File: src/rtl/axis_header_packer_pkg.sv
// rtl/axis_header_packer_pkg.sv - shared constants, FSM encoding and byte swap for the header packer
//
// Contents:
//   NUMBER_OF_HEADER_WORDS_DEFAULT - words per emitted block header
//   WORD_IDX_WIDTH                 - width of the header word index
//   state_t                        - PASS / DRAIN / PAD framing states
//   byte_swap32                    - little-endian wire word to big-endian SHA word
package axis_header_packer_pkg;

    localparam int NUMBER_OF_HEADER_WORDS_DEFAULT = 20;
    localparam int WORD_IDX_WIDTH                 = 5;

    typedef enum logic [1:0] {
        ST_PASS  = 2'd0,
        ST_DRAIN = 2'd1,
        ST_PAD   = 2'd2
    } state_t;

    function automatic logic [31:0] byte_swap32(input logic [31:0] w);
        return {w[7:0], w[15:8], w[23:16], w[31:24]};
    endfunction

endpackage

File: src/rtl/axis_header_packer_if.sv
// rtl/axis_header_packer_if.sv - stream bundle shared by the header packer input and output sides
//
// Signals: tvalid, tready, tdata, tstrb, tlast.
// Modports: master drives the beat and samples tready; slave the reverse.
interface axis_header_packer_if #(
    parameter int DATA_WIDTH = 32
) ();

    logic                      tvalid;
    logic                      tready;
    logic [DATA_WIDTH-1:0]     tdata;
    logic [DATA_WIDTH/8-1:0]   tstrb;
    logic                      tlast;

    modport master (output tvalid, output tdata, output tstrb, output tlast, input  tready);
    modport slave  (input  tvalid, input  tdata, input  tstrb, input  tlast, output tready);

endinterface

File: src/rtl/axis_skid_buffer.sv
// rtl/axis_skid_buffer.sv - two-entry stream buffer with registered input ready
//
// Ports:
//   clk, rst_n                      - clock, asynchronous active-low reset
//   in_valid/in_ready/in_data/in_last   - write side; in_ready is a register
//   out_valid/out_ready/out_data/out_last - read side, driven from the head entry
module axis_skid_buffer #(
    parameter int DATA_WIDTH = 32
) (
    input  logic                  clk,
    input  logic                  rst_n,
    input  logic                  in_valid,
    output logic                  in_ready,
    input  logic [DATA_WIDTH-1:0] in_data,
    input  logic                  in_last,
    output logic                  out_valid,
    input  logic                  out_ready,
    output logic [DATA_WIDTH-1:0] out_data,
    output logic                  out_last
);

    localparam int ENTRY_WIDTH = DATA_WIDTH + 1;

    logic [ENTRY_WIDTH-1:0] ent0_q;
    logic [ENTRY_WIDTH-1:0] ent1_q;
    logic [1:0]             count_q;
    logic [1:0]             count_d;
    logic [1:0]             wr_slot;
    logic                   push;
    logic                   pop;

    assign out_valid = (count_q != 2'd0);
    assign out_data  = ent0_q[DATA_WIDTH-1:0];
    assign out_last  = ent0_q[DATA_WIDTH];

    always_comb begin
        push    = in_valid && in_ready;
        pop     = out_valid && out_ready;
        count_d = count_q + {1'b0, push} - {1'b0, pop};
        // Slot the new word lands in once the head has (possibly) moved on.
        wr_slot = count_q - {1'b0, pop};
    end

    always_ff @(posedge clk or negedge rst_n) begin
        if (!rst_n) begin
            count_q  <= 2'd0;
            in_ready <= 1'b0;
            ent0_q   <= '0;
            ent1_q   <= '0;
        end else begin
            count_q  <= count_d;
            // Ready only while a further word is guaranteed a slot next cycle.
            in_ready <= (count_d <= 2'd1);
            if (pop) begin
                ent0_q <= ent1_q;
            end
            // A push into slot 0 overrides the shift above (push+pop at one entry).
            if (push) begin
                if (wr_slot == 2'd0) begin
                    ent0_q <= {in_last, in_data};
                end else begin
                    ent1_q <= {in_last, in_data};
                end
            end
        end
    end

endmodule

File: src/rtl/axis_header_packer.sv
// rtl/axis_header_packer.sv - frames raw DMA words into fixed-length byte-swapped block headers
//
// Ports:
//   s00_axis_aclk, s00_axis_aresetn - clock, asynchronous active-low reset
//   s00_axis (slave)                - raw little-endian header words from the DMA; tstrb ignored
//   m00_axis (master)               - big-endian header words to the miner, tlast on the final word
//   err_short                       - pulse: input packet ended before the header was full
//   err_long                        - pulse: first discarded word of an over-length packet
//   hdr_count                       - headers delivered (output tlast handshakes), wrapping
module axis_header_packer
    import axis_header_packer_pkg::*;
#(
    parameter int C_S_AXIS_TDATA_WIDTH   = 32,
    parameter int C_M_AXIS_TDATA_WIDTH   = 32,
    parameter int NUMBER_OF_HEADER_WORDS = NUMBER_OF_HEADER_WORDS_DEFAULT,
    parameter bit BYTE_SWAP              = 1'b1
) (
    input  logic                  s00_axis_aclk,
    input  logic                  s00_axis_aresetn,
    axis_header_packer_if.slave   s00_axis,
    axis_header_packer_if.master  m00_axis,
    output logic                  err_short,
    output logic                  err_long,
    output logic [15:0]           hdr_count
);

    localparam logic [WORD_IDX_WIDTH-1:0] LAST_IDX = WORD_IDX_WIDTH'(NUMBER_OF_HEADER_WORDS - 1);

    state_t                            state_q;
    state_t                            state_d;
    logic [WORD_IDX_WIDTH-1:0]         word_idx_q;
    logic [WORD_IDX_WIDTH-1:0]         word_idx_d;
    logic                              drain_seen_q;
    logic                              drain_seen_d;
    logic                              err_short_d;
    logic                              err_long_d;
    logic                              buf_ready;
    logic                              push_valid;
    logic                              push_last;
    logic                              s_ready;
    logic [C_S_AXIS_TDATA_WIDTH-1:0]   push_data;
    logic [C_S_AXIS_TDATA_WIDTH-1:0]   in_word;
    logic                              out_valid;
    logic                              out_last;
    logic [C_M_AXIS_TDATA_WIDTH-1:0]   out_data;
    logic                              unused_tstrb;

    assign unused_tstrb    = ^s00_axis.tstrb;
    assign in_word         = BYTE_SWAP ? byte_swap32(s00_axis.tdata) : s00_axis.tdata;
    assign push_last       = (word_idx_q == LAST_IDX);
    assign s00_axis.tready = s_ready;

    always_comb begin
        state_d      = state_q;
        word_idx_d   = word_idx_q;
        drain_seen_d = drain_seen_q;
        err_short_d  = 1'b0;
        err_long_d   = 1'b0;
        push_valid   = 1'b0;
        push_data    = '0;
        s_ready      = 1'b0;
        case (state_q)
            ST_PASS: begin
                s_ready    = buf_ready;
                push_valid = s00_axis.tvalid;
                push_data  = in_word;
                if (s00_axis.tvalid && buf_ready) begin
                    if (push_last) begin
                        word_idx_d = '0;
                        if (!s00_axis.tlast) begin
                            state_d      = ST_DRAIN;
                            drain_seen_d = 1'b0;
                        end
                    end else if (s00_axis.tlast) begin
                        word_idx_d  = word_idx_q + 1'b1;
                        err_short_d = 1'b1;
                        state_d     = ST_PAD;
                    end else begin
                        word_idx_d = word_idx_q + 1'b1;
                    end
                end
            end
            ST_DRAIN: begin
                // Swallow the tail of an over-length packet without waiting on the miner.
                s_ready = 1'b1;
                if (s00_axis.tvalid) begin
                    err_long_d   = !drain_seen_q;
                    drain_seen_d = 1'b1;
                    if (s00_axis.tlast) begin
                        state_d = ST_PASS;
                    end
                end
            end
            ST_PAD: begin
                push_valid = 1'b1;
                if (buf_ready) begin
                    if (push_last) begin
                        word_idx_d = '0;
                        state_d    = ST_PASS;
                    end else begin
                        word_idx_d = word_idx_q + 1'b1;
                    end
                end
            end
            default: begin
                state_d = ST_PASS;
            end
        endcase
    end

    always_ff @(posedge s00_axis_aclk or negedge s00_axis_aresetn) begin
        if (!s00_axis_aresetn) begin
            state_q      <= ST_PASS;
            word_idx_q   <= '0;
            drain_seen_q <= 1'b0;
            err_short    <= 1'b0;
            err_long     <= 1'b0;
            hdr_count    <= 16'd0;
        end else begin
            state_q      <= state_d;
            word_idx_q   <= word_idx_d;
            drain_seen_q <= drain_seen_d;
            err_short    <= err_short_d;
            err_long     <= err_long_d;
            if (out_valid && m00_axis.tready && out_last) begin
                hdr_count <= hdr_count + 16'd1;
            end
        end
    end

    axis_skid_buffer #(
        .DATA_WIDTH (C_M_AXIS_TDATA_WIDTH)
    ) u_skid (
        .clk       (s00_axis_aclk),
        .rst_n     (s00_axis_aresetn),
        .in_valid  (push_valid),
        .in_ready  (buf_ready),
        .in_data   (push_data),
        .in_last   (push_last),
        .out_valid (out_valid),
        .out_ready (m00_axis.tready),
        .out_data  (out_data),
        .out_last  (out_last)
    );

    assign m00_axis.tvalid = out_valid;
    assign m00_axis.tdata  = out_data;
    assign m00_axis.tlast  = out_last;
    assign m00_axis.tstrb  = '1;

endmodule

File: src/flat_wrapper.sv
// flat-port wrapper written by rule: the top's interface ports become plain ports
module axis_header_packer_flat import axis_header_packer_pkg::*;
#(
    parameter int C_S_AXIS_TDATA_WIDTH   = 32,
    parameter int C_M_AXIS_TDATA_WIDTH   = 32,
    parameter int NUMBER_OF_HEADER_WORDS = NUMBER_OF_HEADER_WORDS_DEFAULT,
    parameter bit BYTE_SWAP              = 1'b1
)
  (s00_axis_aclk, s00_axis_aresetn, err_short, err_long, hdr_count, s00_axis_tvalid, s00_axis_tdata, s00_axis_tstrb, s00_axis_tlast, s00_axis_tready, m00_axis_tvalid, m00_axis_tdata, m00_axis_tstrb, m00_axis_tlast, m00_axis_tready);
  axis_header_packer_if #(.DATA_WIDTH(32)) s00_axis_i ();
  axis_header_packer_if #(.DATA_WIDTH(32)) m00_axis_i ();
  input  logic s00_axis_aclk;
  input  logic s00_axis_aresetn;
  output logic err_short;
  output logic err_long;
  output logic [15:0] hdr_count;
  input wire logic [$bits(s00_axis_i.tvalid)-1:0] s00_axis_tvalid;
  input wire logic [$bits(s00_axis_i.tdata)-1:0] s00_axis_tdata;
  input wire logic [$bits(s00_axis_i.tstrb)-1:0] s00_axis_tstrb;
  input wire logic [$bits(s00_axis_i.tlast)-1:0] s00_axis_tlast;
  output wire logic [$bits(s00_axis_i.tready)-1:0] s00_axis_tready;
  output wire logic [$bits(m00_axis_i.tvalid)-1:0] m00_axis_tvalid;
  output wire logic [$bits(m00_axis_i.tdata)-1:0] m00_axis_tdata;
  output wire logic [$bits(m00_axis_i.tstrb)-1:0] m00_axis_tstrb;
  output wire logic [$bits(m00_axis_i.tlast)-1:0] m00_axis_tlast;
  input wire logic [$bits(m00_axis_i.tready)-1:0] m00_axis_tready;
  assign s00_axis_i.tvalid = s00_axis_tvalid;
  assign s00_axis_i.tdata = s00_axis_tdata;
  assign s00_axis_i.tstrb = s00_axis_tstrb;
  assign s00_axis_i.tlast = s00_axis_tlast;
  assign s00_axis_tready = s00_axis_i.tready;
  assign m00_axis_tvalid = m00_axis_i.tvalid;
  assign m00_axis_tdata = m00_axis_i.tdata;
  assign m00_axis_tstrb = m00_axis_i.tstrb;
  assign m00_axis_tlast = m00_axis_i.tlast;
  assign m00_axis_i.tready = m00_axis_tready;
  axis_header_packer #(.C_S_AXIS_TDATA_WIDTH(C_S_AXIS_TDATA_WIDTH), .C_M_AXIS_TDATA_WIDTH(C_M_AXIS_TDATA_WIDTH), .NUMBER_OF_HEADER_WORDS(NUMBER_OF_HEADER_WORDS), .BYTE_SWAP(BYTE_SWAP)) u_core (.s00_axis_aclk(s00_axis_aclk), .s00_axis_aresetn(s00_axis_aresetn), .s00_axis(s00_axis_i), .m00_axis(m00_axis_i), .err_short(err_short), .err_long(err_long), .hdr_count(hdr_count));
endmodule
File: config.mk
export PLATFORM = sky130hd
export DESIGN_NAME = axis_header_packer_flat
export DESIGN_NICKNAME = d
export VERILOG_FILES = /design/src/rtl/axis_header_packer_pkg.sv /design/src/rtl/axis_header_packer_if.sv /design/src/rtl/axis_skid_buffer.sv /design/src/rtl/axis_header_packer.sv /design/src/flat_wrapper.sv
export SDC_FILE = /design/constraint.sdc
export NUM_CORES = 1
export LEC_CHECK = 0
export ABC_AREA = 1
export BUFFER_PORTS_ARGS = -buffer_cell sky130_fd_sc_hd__clkbuf_2
export CAP_MARGIN = 20
export CORE_MARGIN = 2
export CORE_UTILIZATION = 55
export DETAILED_ROUTE_END_ITERATION = 10
export PLACE_DENSITY = 0.77
export SLEW_MARGIN = 20
export SYNTH_ARGS = -nofsm -noshare
export SYNTH_HDL_FRONTEND = slang
export SYNTH_SLANG_ARGS = --single-unit
File: constraint.sdc
create_clock -name s00_axis_aclk -period 2.3 [get_ports s00_axis_aclk]
set_input_delay 0.115 -clock s00_axis_aclk [delete_from_list [all_inputs] [get_ports s00_axis_aclk]]
set_output_delay 0.115 -clock s00_axis_aclk [all_outputs]
set_load 0.01 [all_outputs]
==> results by group <==
Die
  • Die ar.: 9345 sq um
  • Chip height: 96.67 microns
  • Initial Utilization: 57.20%
  • Rows: 33
  • Die Wd: a little under 100 microns
  • CORE AREA: between 8000 and 9000 sq um
  • Ports: 98

Placed design
  • Port Buffers: 89
  • Cell Area, Placed: 5202 sq um
  • Placer Congestion: 0.8013
  • Post-DP HPWL: between 6 and 7 mm

Pwr
  • Maximum VDD drop: 0.6989 mV
  • Leakage: around 2.9 nW
  • Final Power: 6.877 mW
  • P per Cell Area: 1252 nW/um^2

GRT
  • Initial antenna violation count: 0
  • Global route overflow: 0
  • Global Route met1 Usage: 28.84%
  • Grt peak-use layer: met2
  • First-pass GRT wire length: 17.23 mm
  • Total GRT Usage: 22.17%
  • Pin count of the biggest net entering global routing: 67
  • Vias in the first global route: 3910
  • M3 GR Usage: 5.708%
  • Grt met2 use: 37.18%

Clock tree
  • Post_cts resized: 0
  • Worst-path clk slew: about 0.09 ns
  • CTS tree: done
  • # H-tree levels: 3
  • Clock Root Buffer: clkbuf_8
  • Post-CTS setup buffer count: 0
  • Post-cts hold buffer count: 1
  • Clock buffer count from CTS: 9
  • Clk sinks: 95
  • Worst skew pair latency: 0.36 ns
  • Clock buffer depth: 2

Synth
  • Post-synthesis sequential area ratio: 50.33%
  • Yosys warns: 0
  • Yosys reg bits: 95
  • Mapped Area: 4723 sq um
  • Avg Inst Size Synth: approximately 7.6 sq um
  • Mapped Cells: 620
  • Library cells used by synthesis: 31

STA
  • Setup violators final: 0
  • Slew HR: 54.56%
  • RSZ-0062 raised after global routing: no
  • Worst Skew: 0.01108 ns
  • Final Hold Viols: 0
  • Min Hold Slack: 0.03750 ns
  • TNS Setup: 0 ns
  • Tmin final: 1.807 ns
  • Worst-Margin Slew: a little under 0.7 ns
  • Fin. max-slew vios: 0
  • Peak Freq: 553.3 MHz
  • Fin crit share: about four fifths

Routing
  • Via density per instance: 4.978
  • Routed Antenna Nets: 0
  • Drt drc: 0
  • Initial DRC count: 188
  • Wire length per cell: 12.57 microns
  • DR pass1 iterations: 4
  • Final WL: 10.21 mm
  • DR vias: 4042

Worst setup path
  • Worst-path cell chain: nor2_2, nor3_4, inv_2, ha_1, inv_1, ha_1, xnor2_1, inv_1
  • CP max FO: 8
  • Setup crit end kind: flip-flop
  • Max stage delay on crit path: 0.48 ns
  • Crit path buffers/inverters: 3
  • Crit path max-delay family: flip-flops
  • Slowest-stage cell, CP: dfrtp_1
  • CP Launch Type: flip-flop
  • Critical Path AT: 2.06 ns
  • Critical path class: reg2reg
  • Worst Path Required: approximately 2.6 ns

Status
  • Outcome: finished clean

Layout
  • NumNets Final: 748
  • Post-route cell area: 5494 sq um
  • Fin util: 66.53%
  • Share of cells above drive strength 1: 17.26%
  • Ant. Diodes: 0
  • Area Growth Syn to Fin: 16.32%

Worst hold path
  • Tightest Hold Check Type: in2reg

Flow run
  • Max-cap violations: 0
state kept, by name (all words and copies together), names as in the netlist:
register	flops
u_core.u_skid.ent1_q	33
u_core.u_skid.ent0_q	33
u_core.state_q	2
u_core.err_short	1
u_core.u_skid.count_q	2
u_core.hdr_count	16
u_core.u_skid.in_ready	1
u_core.err_long	1
u_core.word_idx_q	5
u_core.drain_seen_q	1
layout make-up:
type                       instances  area, sq um
timing repair buffer              98        543.0
clock buffer                       9        123.9
tap                              105        131.4
fill                             712         2764
sequential                        95         2377
multi-input combinational        408         1819
inverter                          91        341.6
clock inverter                     6        157.7
cell families after synthesis:
family                     share of synthesized area (%)
DFF                                                50.33
xor gates and xnor gates                           1.854
other                                            0.07939
AOI/OAI and AO/OA                                  10.38
buffers and inverters                              11.39
adders and majority gates                          1.060
and+or+nand+nor                                    24.90
through the flow:
step,instances,setup WS [ns]
after floorplan,623,0.5637
after global placement,796,0.5274
after detailed placement,796,0.4990
after CTS,812,0.4775
after global routing,812,0.3195
final,812,0.4927
tightest hold or removal path: cells and delay by family:
kind                   cells  cell delay [ns]
buffers and inverters      1             0.11
AND/OR/NAND/NOR            2             0.14
metal layers:
metal  routed length (microns)  share of wire [%]
met3                       558                5.5
met1                      4578                 45
met2                      4967                 49
met5                         0                  0
met4                       102                1.0
cells in the final DEF (no fill, tap or decap), types with 3 or more instances in the layout:
master and count:
a21oi_1 5, buf_4 7, bufinv_16 5, clkbuf_2 88, clkbuf_8 9, conb_1 4, dfrtp_1 95, ha_1 4
inv_1 88, inv_2 3, nand2_1 207, nand3_1 12, nand4_1 7, nor2_1 61, o21ai_0 84, xnor2_1 4
xor2_1 6
synthesized netlist by cell type:
cell / instances / share of area (%)
nand2_1: 207 / 16
dfrtp_1: 95 / 50
inv_1: 88 / 7.0
o21ai_0: 84 / 8.9
nor2_1: 61 / 4.8
nand3_1: 12 / 1.3
buf_4: 9 / 1.4
clkbuf_1: 9 / 0.72
nand4_1: 7 / 0.93
xor2_1: 6 / 1.1
a21oi_1: 5 / 0.53
ha_1: 4 / 1.1
xnor2_1: 4 / 0.74
buf_2: 3 / 0.32
buf_8: 3 / 0.95
inv_2: 3 / 0.24
buf_1: 2 / 0.16
buf_6: 2 / 0.48
nand3b_1: 2 / 0.32
nor2_2: 2 / 0.26
o21ai_2: 2 / 0.37
clkbuf_2: 1 / 0.11
conb_1: 1 / 0.079
nand2_2: 1 / 0.13
nor2_4: 1 / 0.24
nor3_1: 1 / 0.11
nor3_4: 1 / 0.34
o211ai_1: 1 / 0.16
o21a_1: 1 / 0.16
o21ai_1: 1 / 0.11
o31ai_1: 1 / 0.16
power by group:
group	internal [mW]	total [mW]	switching (mW)
registers	2.33	2.69	0.360
clock network	0.936	1.52	0.588
logic	0.946	2.67	1.72
total	4.21	6.88	2.67
final timing paths:
kind | start | endpoint | slack (ns) | cells after the start
max | u_core.state_q[1] | u_core.u_skid.in_ready | 0.49 | 8
min | s00_axis_tvalid | u_core.err_long | 0.04 | 3
max reg2reg | u_core.state_q[1] | u_core.u_skid.in_ready | 0.49 | 8
min reg2reg | u_core.drain_seen_q | u_core.err_long | 0.43 | 1
max in group asynchronous | s00_axis_aresetn | u_core.u_skid.ent1_q[5] | 1.29 | 3
min in group asynchronous | s00_axis_aresetn | u_core.hdr_count[5] | 0.33 | 2
No activity file was read; power rests on OpenSTA's default activity.
